--- config.mk ---
export PLATFORM = sky130hd
export DESIGN_NAME = dmem_bridge_flat
export DESIGN_NICKNAME = d
export VERILOG_FILES = /design/src/rtl/dmem_bridge_pkg.sv /design/src/rtl/dmem_bridge_if.sv /design/src/rtl/dmem_bridge_timeout_cnt.sv /design/src/rtl/dmem_bridge.sv /design/src/flat_wrapper.sv
export SDC_FILE = /design/constraint.sdc
export NUM_CORES = 1
export LEC_CHECK = 0
export ABC_AREA = 1
export ABC_CLOCK_PERIOD_IN_PS = 3100
export BUFFER_PORTS_ARGS = -buffer_cell sky130_fd_sc_hd__buf_2
export CAP_MARGIN = 30
export CORE_UTILIZATION = 35
export DETAILED_ROUTE_END_ITERATION = 16
export PLACE_DENSITY_LB_ADDON = 0.12
export SLEW_MARGIN = 20
export SYNTH_ARGS = -nofsm -noshare
export SYNTH_HDL_FRONTEND = slang
export SYNTH_SLANG_ARGS = --single-unit
--- constraint.sdc ---
create_clock -name clk -period 3.1 [get_ports clk]
set_clock_uncertainty 0.1 [all_clocks]
set_input_delay 0.93 -clock clk [delete_from_list [all_inputs] [get_ports clk]]
set_output_delay 0.93 -clock clk [all_outputs]
set_load 0.01 [all_outputs]
--- src/rtl/dmem_bridge_pkg.sv ---
// Shared types and defaults for the data-memory bridge between the MIPS
// datapath and a variable-latency memory port.
package dmem_pkg;

  typedef enum logic [1:0] {IDLE, REQ, WAIT, DONE} dmem_state_t;

  localparam int unsigned DMEM_TIMEOUT = 255;

  function automatic logic is_aligned(input logic [31:0] a);
    return (a[1:0] == 2'b00);
  endfunction

endpackage

--- src/rtl/dmem_bridge_if.sv ---
// Request/ready + rvalid memory handshake seen from the bridge (master)
// and from the memory (slave).
interface dmem_bridge_if;

  logic        m_req;
  logic        m_we;
  logic [31:0] m_addr;
  logic [31:0] m_wdata;
  logic        m_ready;
  logic        m_rvalid;
  logic [31:0] m_rdata;

  modport master (
    output m_req, m_we, m_addr, m_wdata,
    input  m_ready, m_rvalid, m_rdata
  );

  modport slave (
    input  m_req, m_we, m_addr, m_wdata,
    output m_ready, m_rvalid, m_rdata
  );

endinterface

--- src/rtl/dmem_bridge_timeout_cnt.sv ---
// Cycle counter for an outstanding memory access; hit flags the cycle in
// which the count reaches TIMEOUT so the bridge can abandon the access.
module timeout_cnt
  import dmem_pkg::*;
#(
  parameter int unsigned TIMEOUT = DMEM_TIMEOUT
) (
  input  logic clk,
  input  logic reset,
  input  logic clr,
  input  logic en,
  output logic hit
);

  localparam int unsigned CW = $clog2(TIMEOUT + 1);

  logic [CW-1:0] count_reg;

  // Saturates at TIMEOUT so a late-accepted read still times out in WAIT.
  always_ff @(posedge clk or negedge reset) begin
    if (!reset) begin
      count_reg <= '0;
    end else if (clr) begin
      count_reg <= '0;
    end else if (en && (count_reg != CW'(TIMEOUT))) begin
      count_reg <= count_reg + CW'(1);
    end
  end

  assign hit = en && (count_reg >= CW'(TIMEOUT - 1));

endmodule

--- src/rtl/dmem_bridge.sv ---
// Data-memory bridge: turns the datapath's lw/sw into a req/ready + rvalid
// transaction and stalls the core until the access completes.
module dmem_bridge
  import dmem_pkg::*;
#(
  parameter int unsigned TIMEOUT = DMEM_TIMEOUT
) (
  input  logic          clk,
  input  logic          reset,
  input  logic          memread,
  input  logic          memwrite,
  input  logic [31:0]   addr,
  input  logic [31:0]   wdata,
  output logic [31:0]   rdata,
  output logic          stall,
  output logic          err,
  dmem_bridge_if.master mem
);

  dmem_state_t state_reg, state_next;

  logic        req_we_reg;
  logic [31:0] req_addr_reg;
  logic [31:0] req_wdata_reg;
  logic [31:0] rdata_reg;
  logic        err_reg;

  logic        access;
  logic        aligned;
  logic        capture;
  logic        drop;
  logic        set_err;
  logic        rd_load;
  logic [31:0] rd_value;
  logic        cnt_clr;
  logic        cnt_en;
  logic        cnt_hit;
  logic        req_now;

  assign access  = memread | memwrite;
  assign aligned = is_aligned(addr);

  always_ff @(posedge clk or negedge reset) begin
    if (!reset) begin
      state_reg <= IDLE;
    end else begin
      state_reg <= state_next;
    end
  end

  // A completed handshake takes priority over a timeout in the same cycle.
  always_comb begin
    state_next = state_reg;
    stall      = 1'b0;
    req_now    = 1'b0;
    capture    = 1'b0;
    drop       = 1'b0;
    set_err    = 1'b0;
    rd_load    = 1'b0;
    rd_value   = '0;
    cnt_clr    = 1'b0;
    case (state_reg)
      IDLE: begin
        if (access) begin
          if (aligned) begin
            capture    = 1'b1;
            cnt_clr    = 1'b1;
            stall      = 1'b1;
            state_next = REQ;
          end else begin
            drop    = 1'b1;
            set_err = 1'b1;
          end
        end
      end
      REQ: begin
        req_now = 1'b1;
        stall   = 1'b1;
        if (mem.m_ready) begin
          state_next = req_we_reg ? DONE : WAIT;
        end else if (cnt_hit) begin
          set_err    = 1'b1;
          rd_load    = 1'b1;
          state_next = DONE;
        end
      end
      WAIT: begin
        stall = 1'b1;
        if (mem.m_rvalid) begin
          rd_load    = 1'b1;
          rd_value   = mem.m_rdata;
          state_next = DONE;
        end else if (cnt_hit) begin
          set_err    = 1'b1;
          rd_load    = 1'b1;
          state_next = DONE;
        end
      end
      DONE: begin
        state_next = IDLE;
      end
      default: begin
        state_next = IDLE;
      end
    endcase
  end

  assign cnt_en = (state_reg == REQ) || (state_reg == WAIT);

  timeout_cnt #(
    .TIMEOUT (TIMEOUT)
  ) u_timeout (
    .clk   (clk),
    .reset (reset),
    .clr   (cnt_clr),
    .en    (cnt_en),
    .hit   (cnt_hit)
  );

  // memwrite wins when both strobes are set, so a dual strobe is a store.
  always_ff @(posedge clk or negedge reset) begin
    if (!reset) begin
      req_we_reg    <= 1'b0;
      req_addr_reg  <= '0;
      req_wdata_reg <= '0;
    end else if (capture) begin
      req_we_reg    <= memwrite;
      req_addr_reg  <= {addr[31:2], 2'b00};
      req_wdata_reg <= wdata;
    end
  end

  always_ff @(posedge clk or negedge reset) begin
    if (!reset) begin
      rdata_reg <= '0;
    end else if (rd_load) begin
      rdata_reg <= rd_value;
    end
  end

  always_ff @(posedge clk or negedge reset) begin
    if (!reset) begin
      err_reg <= 1'b0;
    end else if (set_err) begin
      err_reg <= 1'b1;
    end
  end

  assign mem.m_req   = req_now;
  assign mem.m_we    = req_we_reg;
  assign mem.m_addr  = req_addr_reg;
  assign mem.m_wdata = req_wdata_reg;

  assign rdata = drop ? '0 : rdata_reg;
  assign err   = err_reg;

endmodule

--- src/flat_wrapper.sv ---
// flat-port wrapper written by rule: the top's interface ports become plain ports
module dmem_bridge_flat import dmem_pkg::*;
#(
  parameter int unsigned TIMEOUT = DMEM_TIMEOUT
)
  (clk, reset, memread, memwrite, addr, wdata, rdata, stall, err, mem_m_req, mem_m_we, mem_m_addr, mem_m_wdata, mem_m_ready, mem_m_rvalid, mem_m_rdata);
  dmem_bridge_if mem_i ();
  input  logic clk;
  input  logic reset;
  input  logic memread;
  input  logic memwrite;
  input  logic [31:0] addr;
  input  logic [31:0] wdata;
  output logic [31:0] rdata;
  output logic stall;
  output logic err;
  output wire logic [$bits(mem_i.m_req)-1:0] mem_m_req;
  output wire logic [$bits(mem_i.m_we)-1:0] mem_m_we;
  output wire logic [$bits(mem_i.m_addr)-1:0] mem_m_addr;
  output wire logic [$bits(mem_i.m_wdata)-1:0] mem_m_wdata;
  input wire logic [$bits(mem_i.m_ready)-1:0] mem_m_ready;
  input wire logic [$bits(mem_i.m_rvalid)-1:0] mem_m_rvalid;
  input wire logic [$bits(mem_i.m_rdata)-1:0] mem_m_rdata;
  assign mem_m_req = mem_i.m_req;
  assign mem_m_we = mem_i.m_we;
  assign mem_m_addr = mem_i.m_addr;
  assign mem_m_wdata = mem_i.m_wdata;
  assign mem_i.m_ready = mem_m_ready;
  assign mem_i.m_rvalid = mem_m_rvalid;
  assign mem_i.m_rdata = mem_m_rdata;
  dmem_bridge #(.TIMEOUT(TIMEOUT)) u_core (.clk(clk), .reset(reset), .memread(memread), .memwrite(memwrite), .addr(addr), .wdata(wdata), .rdata(rdata), .stall(stall), .err(err), .mem(mem_i));
endmodule
==> impl_metrics.toml, run 1 <==
[detailed_routing]
remaining_drc_errors = 0
num_vias = 4294
drtPass1Iterations = 4
drt_iter0_markers = 222
drt-wirelength-per-cell_um = 12.3
via_per_inst = 4.44
wl_um = 11900
antenna_left = 0

[sta]
slew_headroom = 0.614
setup_viol = 0
worstMarginPinSlew_ns = 0.580
rsz0062_at_grt = "no"
slew_violations = 0
min_period_ns = 3.00
max_freq_mhz = 333
final.setup.tns_ns = 0
period_share = 0.969
hold_viol = 0

[worst_setup_path]
cp-start-kind = "input port"
critPathKind = "in -> out"
critPathMaxFanout = 32
cp.arrival_ns = 1.97
cp_common_cell = "buf_2"
cpPeakStageDelay_ns = 0.32
cp-end-kind = "output port"
crit_path_top_delay_cell = "or2_2"
crit_chain = "buf_2 > or2_2 > nand2_1 > inv_1 > buf_12 > nor2_1 > buf_2"
regToRegSetupSlack_ns = 0.90
worstPathRequired_ns = 2.07

[clock_tree]
cts_sinks = 106
post_cts_buffers = 0
cts_tree = "built"
ctsResizeCount = 0
cts_buffers = 9
cts_buffer_depth = 2
cts_root_buf = "clkbuf_16"
postCtsHoldBufs = 0
clk_latency_ns = 0.34
htreeDepth = 3
clk_pin_slew_ns = 0.07

[run_status]
outcome = "finished, final reports clean"

[logic_synthesis]
synth_area_um2 = 4770
synth_cells = 595
yosys_register_bits = 106
syn_area_per_cell_um2 = 8.02
yosysSeqAreaShare = 0.556
synth_cell_type_count = 25
yosys_warnings = 0

[final_layout]
nets = 896
layout_common_cells = "268 x nand2_1, 198 x buf_2, 106 x dfrtp_1"
final_common_cell = "nand2_1"
antenna_cells = 0
layout-drive-gt1-share = 0.309
area_growth_pct = 30.0
final_area_um2 = 6210
nFillCells = 1357

[min_path]
min_path_type = "reg -> reg"

[floorplanning]
die_w_um = 119
coreArea_um2 = 13300
rows = 42
initial_core_util = 0.359
num_io_pins = 202
die_area_um2 = 14100
fp.dieH_um = 119

[placement]
gp_congestion = 0.786
place_area_um2 = 5930
port_buffers = 199
dp_hpwl_um = 8500

[global_route]
grt_pass1_vias = 4150
grt_usage = 0.176
grt_first_pass_wirelength_um = 19900
antenna_found_initial = 0
grt_max_degree = 54
grt_overflow = 0

[power_and_ir_drop]
irDropWorstVdd_mv = 0.399
power.total_uw = 5900
leakage_uw = 0.00367
power.density_nw_per_um2 = 951

[run]
cap_violations = 0
-- cell families after synthesis --
logic type               after synthesis  share of synthesized area
XOR/XNOR                               1                    0.00183
AND/OR/NAND/NOR                      382                      0.329
AO/OA/AOI/OAI                         13                     0.0147
flip-flops                           106                      0.556
other                                  1                   0.000785
buffers and inverters                 85                     0.0799
adder cells (fa/ha/maj)                7                     0.0183
-- worst max-delay path, delay by kind of cell --
kind	cells	cell delay, ns
buf+inv	4	0.47
simple gates	3	0.54
-- path summary, 6_finish.rpt --
check,start,end,depth (start not counted)
min in group asynchronous,reset,u_core.rdata_reg[7]$_DFFE_PN0P_,1
max in group asynchronous,reset,u_core.mem.m_wdata[8]$_DFFE_PN0P_,2
min,u_core.err$_DFFE_PN0P_,u_core.err$_DFFE_PN0P_,2
min reg2reg,u_core.err$_DFFE_PN0P_,u_core.err$_DFFE_PN0P_,2
max reg2reg,u_core.state_reg[0]$_DFFE_PN0P_,u_core.mem.m_wdata[14]$_DFFE_PN0P_,8
max,memwrite,rdata[27],7
-- report_power, final --
part           leakage [µW]  switching (µW)  internal (µW)
Sequential          0.00133             374           2020
Combinational       0.00220            1480            968
Clock              0.000130             494            571
-- stage by stage --
step,hold WS (ns),instances,setup slack (ns),util
3_3_place_gp,0.353,952,0.165,0.446
4_1_cts,0.371,968,0.0975,0.467
5_1_grt,0.394,968,0.0262,0.467
6_report,0.366,968,0.0973,0.467
3_5_place_dp,0.350,952,0.0984,0.446
2_1_floorplan,0.342,596,0.307,-
-- cells in the mapped netlist --
cell type  instances  area [µm²]
nand2_2           15        93.8
nor3_1             2        10.0
nand2_4            1        11.3
nand4_1            6        37.5
inv_1             54         203
nor2_1            42         158
or2_2              1        6.26
nand3_2            1        10.0
inv_2              2        7.51
nor2_2             1        6.26
nand3_1           44         220
a21oi_1            4        20.0
nor2_4             1        11.3
nand2_1          268        1010
buf_4             10        75.1
a22oi_1            1        7.51
o21ai_0            7        35.0
ha_1               7        87.6
dfrtp_1          106        2650
buf_6              3        33.8
buf_2              2        10.0
o31ai_1            1        7.51
xor2_1             1        8.76
clkbuf_1          14        52.6
conb_1             1        3.75
-- area by class of cell --
| type | count | area [µm²] | area share |
|---|---|---|---|
| Multi-Input combinational cell | 405 | 1750 | 0.282 |
| Inverter | 56 | 210 | 0.0339 |
| Tap cell | 176 | 220 | 0.0355 |
| Sequential cell | 106 | 2650 | 0.427 |
| Clock buffer | 13 | 250 | 0.0403 |
| Timing Repair Buffer | 209 | 1100 | 0.177 |
| Clock inverter | 3 | 25.0 | 0.00403 |
-- routing by layer --
| layer | vias to the layer above | track usage | wire length [µm] |
|---|---|---|---|
| met2 | 162 | 0.279 | 5340 |
| met3 | 9 | 0.0613 | 1090 |
| met4 | 0 | 0.0538 | 121 |
| met1 | 1954 | 0.226 | 5330 |
| met5 | - | 0 | 0 |
| li1 | 2169 | - | - |
(Power assumes the default switching activity.)
==> inputs of run 2 (changes only) <==
--- a/config.mk
+++ b/config.mk
@@ -11,6 +11,7 @@
 export CAP_MARGIN = 30
 export CORE_UTILIZATION = 35
 export DETAILED_ROUTE_END_ITERATION = 16
+export GPL_TIMING_DRIVEN = 0
 export PLACE_DENSITY_LB_ADDON = 0.12
 export SLEW_MARGIN = 20
 export SYNTH_ARGS = -nofsm -noshare
==> impl_metrics.toml, run 2 (synthesis results as in run 1) <==
[floorplanning]
num_io_pins = 202
die_area_um2 = 14100
initial_core_util = 0.359
rows = 42
coreArea_um2 = 13300
die_w_um = 119
fp.dieH_um = 119

[sta]
worstMarginPinSlew_ns = 0.536
setup_viol = 0
slew_headroom = 0.642
period_share = 0.978
min_period_ns = 3.03
slew_violations = 0
hold_viol = 0
holdWs_ns = 0.370
max_freq_mhz = 330
rsz0062_at_grt = "yes"

[placement]
port_buffers = 199
dp_hpwl_um = 9070
numPlacedInstances = 972
gp_congestion = 0.799
place_area_um2 = 6030

[final_layout]
nets = 915
final_area_um2 = 6340
area_growth_pct = 32.8
multi_input_comb_area_um2 = 1760
final_common_cell = "nand2_1"
layout-drive-gt1-share = 0.321
final-instance-count-excl-fill = 986
layout_common_cells = "267 x nand2_1, 200 x buf_2, 106 x dfrtp_1"
nFillCells = 1346
seqCellArea_um2 = 2650

[global_route]
grt_pass1_vias = 4218
grt_first_pass_wirelength_um = 20300
antenna_found_initial = 1
grt_usage = 0.181
grt_max_degree = 55
grt_overflow = 0

[run]
cap_violations = 0

[worst_setup_path]
cp-end-kind = "output port"
critPathMaxFanout = 10
regToRegSetupSlack_ns = 0.97
cp-start-kind = "input port"
reg2reg_to = "u_core.rdata_reg[18]$_DFFE_PN0P_"
regToRegStartpoint = "u_core.state_reg[0]$_DFFE_PN0P_"
cp.arrival_ns = 2.00
critPathKind = "in -> out"
crit_path_start = "memwrite"
worstPathRequired_ns = 2.07
r2r_cells = 13
cp-endpoint = "rdata[24]"

[detailed_routing]
drt-wirelength-per-cell_um = 12.5
antenna_left = 0
num_vias = 4335
drt_iter0_markers = 216
via_per_inst = 4.40
remaining_drc_errors = 0
drtPass1Iterations = 5
wl_um = 12300

[clock_tree]
clk_latency_ns = 0.34
cts_sinks = 106
cts_tree = "built"
cts_root_buf = "clkbuf_16"
post_cts_buffers = 0
htreeDepth = 3
cts_buffers = 9
cts_buffer_depth = 2
clk_pin_slew_ns = 0.07
postCtsHoldBufs = 0

[power_and_ir_drop]
power.total_uw = 6020
irDropWorstVdd_mv = 0.478
leakage_uw = 0.00373
power.density_nw_per_um2 = 949

[run_status]
outcome = "finished, final reports clean"

[min_path]
min_path_type = "reg -> reg"
## run 2: where the power goes
group	internal, µW	total, µW	switching [µW]
clock network	618	1120	499
registers	2020	2390	369
logic	1010	2510	1510
total	3640	6020	2380
## run 2: stage by stage
stage                     utilization  setup slack (ns)  TNS (ns)
after floorplan                     -             0.307         0
after detailed placement        0.453            -0.139     -2.21
after global placement          0.451            -0.277    -30.75
final                           0.477            0.0696         0
after CTS                       0.475          0.000261         0
after global routing            0.477           -0.0112   -0.0301
## run 2: cell type report
class                   instances  area share
inverters                      56      0.0332
well taps                     176      0.0347
clock buffers                   9      0.0355
diodes                          1    0.000395
repair buffers                200       0.162
clock inverters                 5     0.00908
flip-flops and latches        106       0.418
plain buffers                  28      0.0282
multi-input cells             405       0.278
## run 2: what timing repair did
item,CTS,global route
gates resized for setup,6,13
endpoints found under the hold margin,0,0
setup endpoints to repair,31,31
## run 2: worst max-delay path, cell delays in order
cell and delay [ns]:
buf_2 0.10, or2_2 0.32, nand2_2 0.11, inv_2 0.08
buf_4 0.18, nor2_1 0.12, buf_2 0.15
## run 2: how the worst min path moves through the flow
stage                                     start                          endpoint  slack (ns)  cells past startpoint
2_1_floorplan   u_core.rdata_reg[0]$_DFFE_PN0P_   u_core.rdata_reg[0]$_DFFE_PN0P_        0.34                      2
3_3_place_gp             u_core.err$_DFFE_PN0P_            u_core.err$_DFFE_PN0P_        0.35                      2
6_report       u_core.rdata_reg[20]$_DFFE_PN0P_  u_core.rdata_reg[20]$_DFFE_PN0P_        0.37                      2
3_5_place_dp   u_core.rdata_reg[12]$_DFFE_PN0P_  u_core.rdata_reg[12]$_DFFE_PN0P_        0.36                      2
5_1_grt        u_core.rdata_reg[20]$_DFFE_PN0P_  u_core.rdata_reg[20]$_DFFE_PN0P_        0.39                      2
4_1_cts        u_core.rdata_reg[12]$_DFFE_PN0P_  u_core.rdata_reg[12]$_DFFE_PN0P_        0.38                      2
## run 2: layer usage
metal  share of wire  track usage
met1            0.46        0.231
met2            0.45        0.283
met3           0.079       0.0574
met4          0.0099       0.0744
met5          0.0011            0
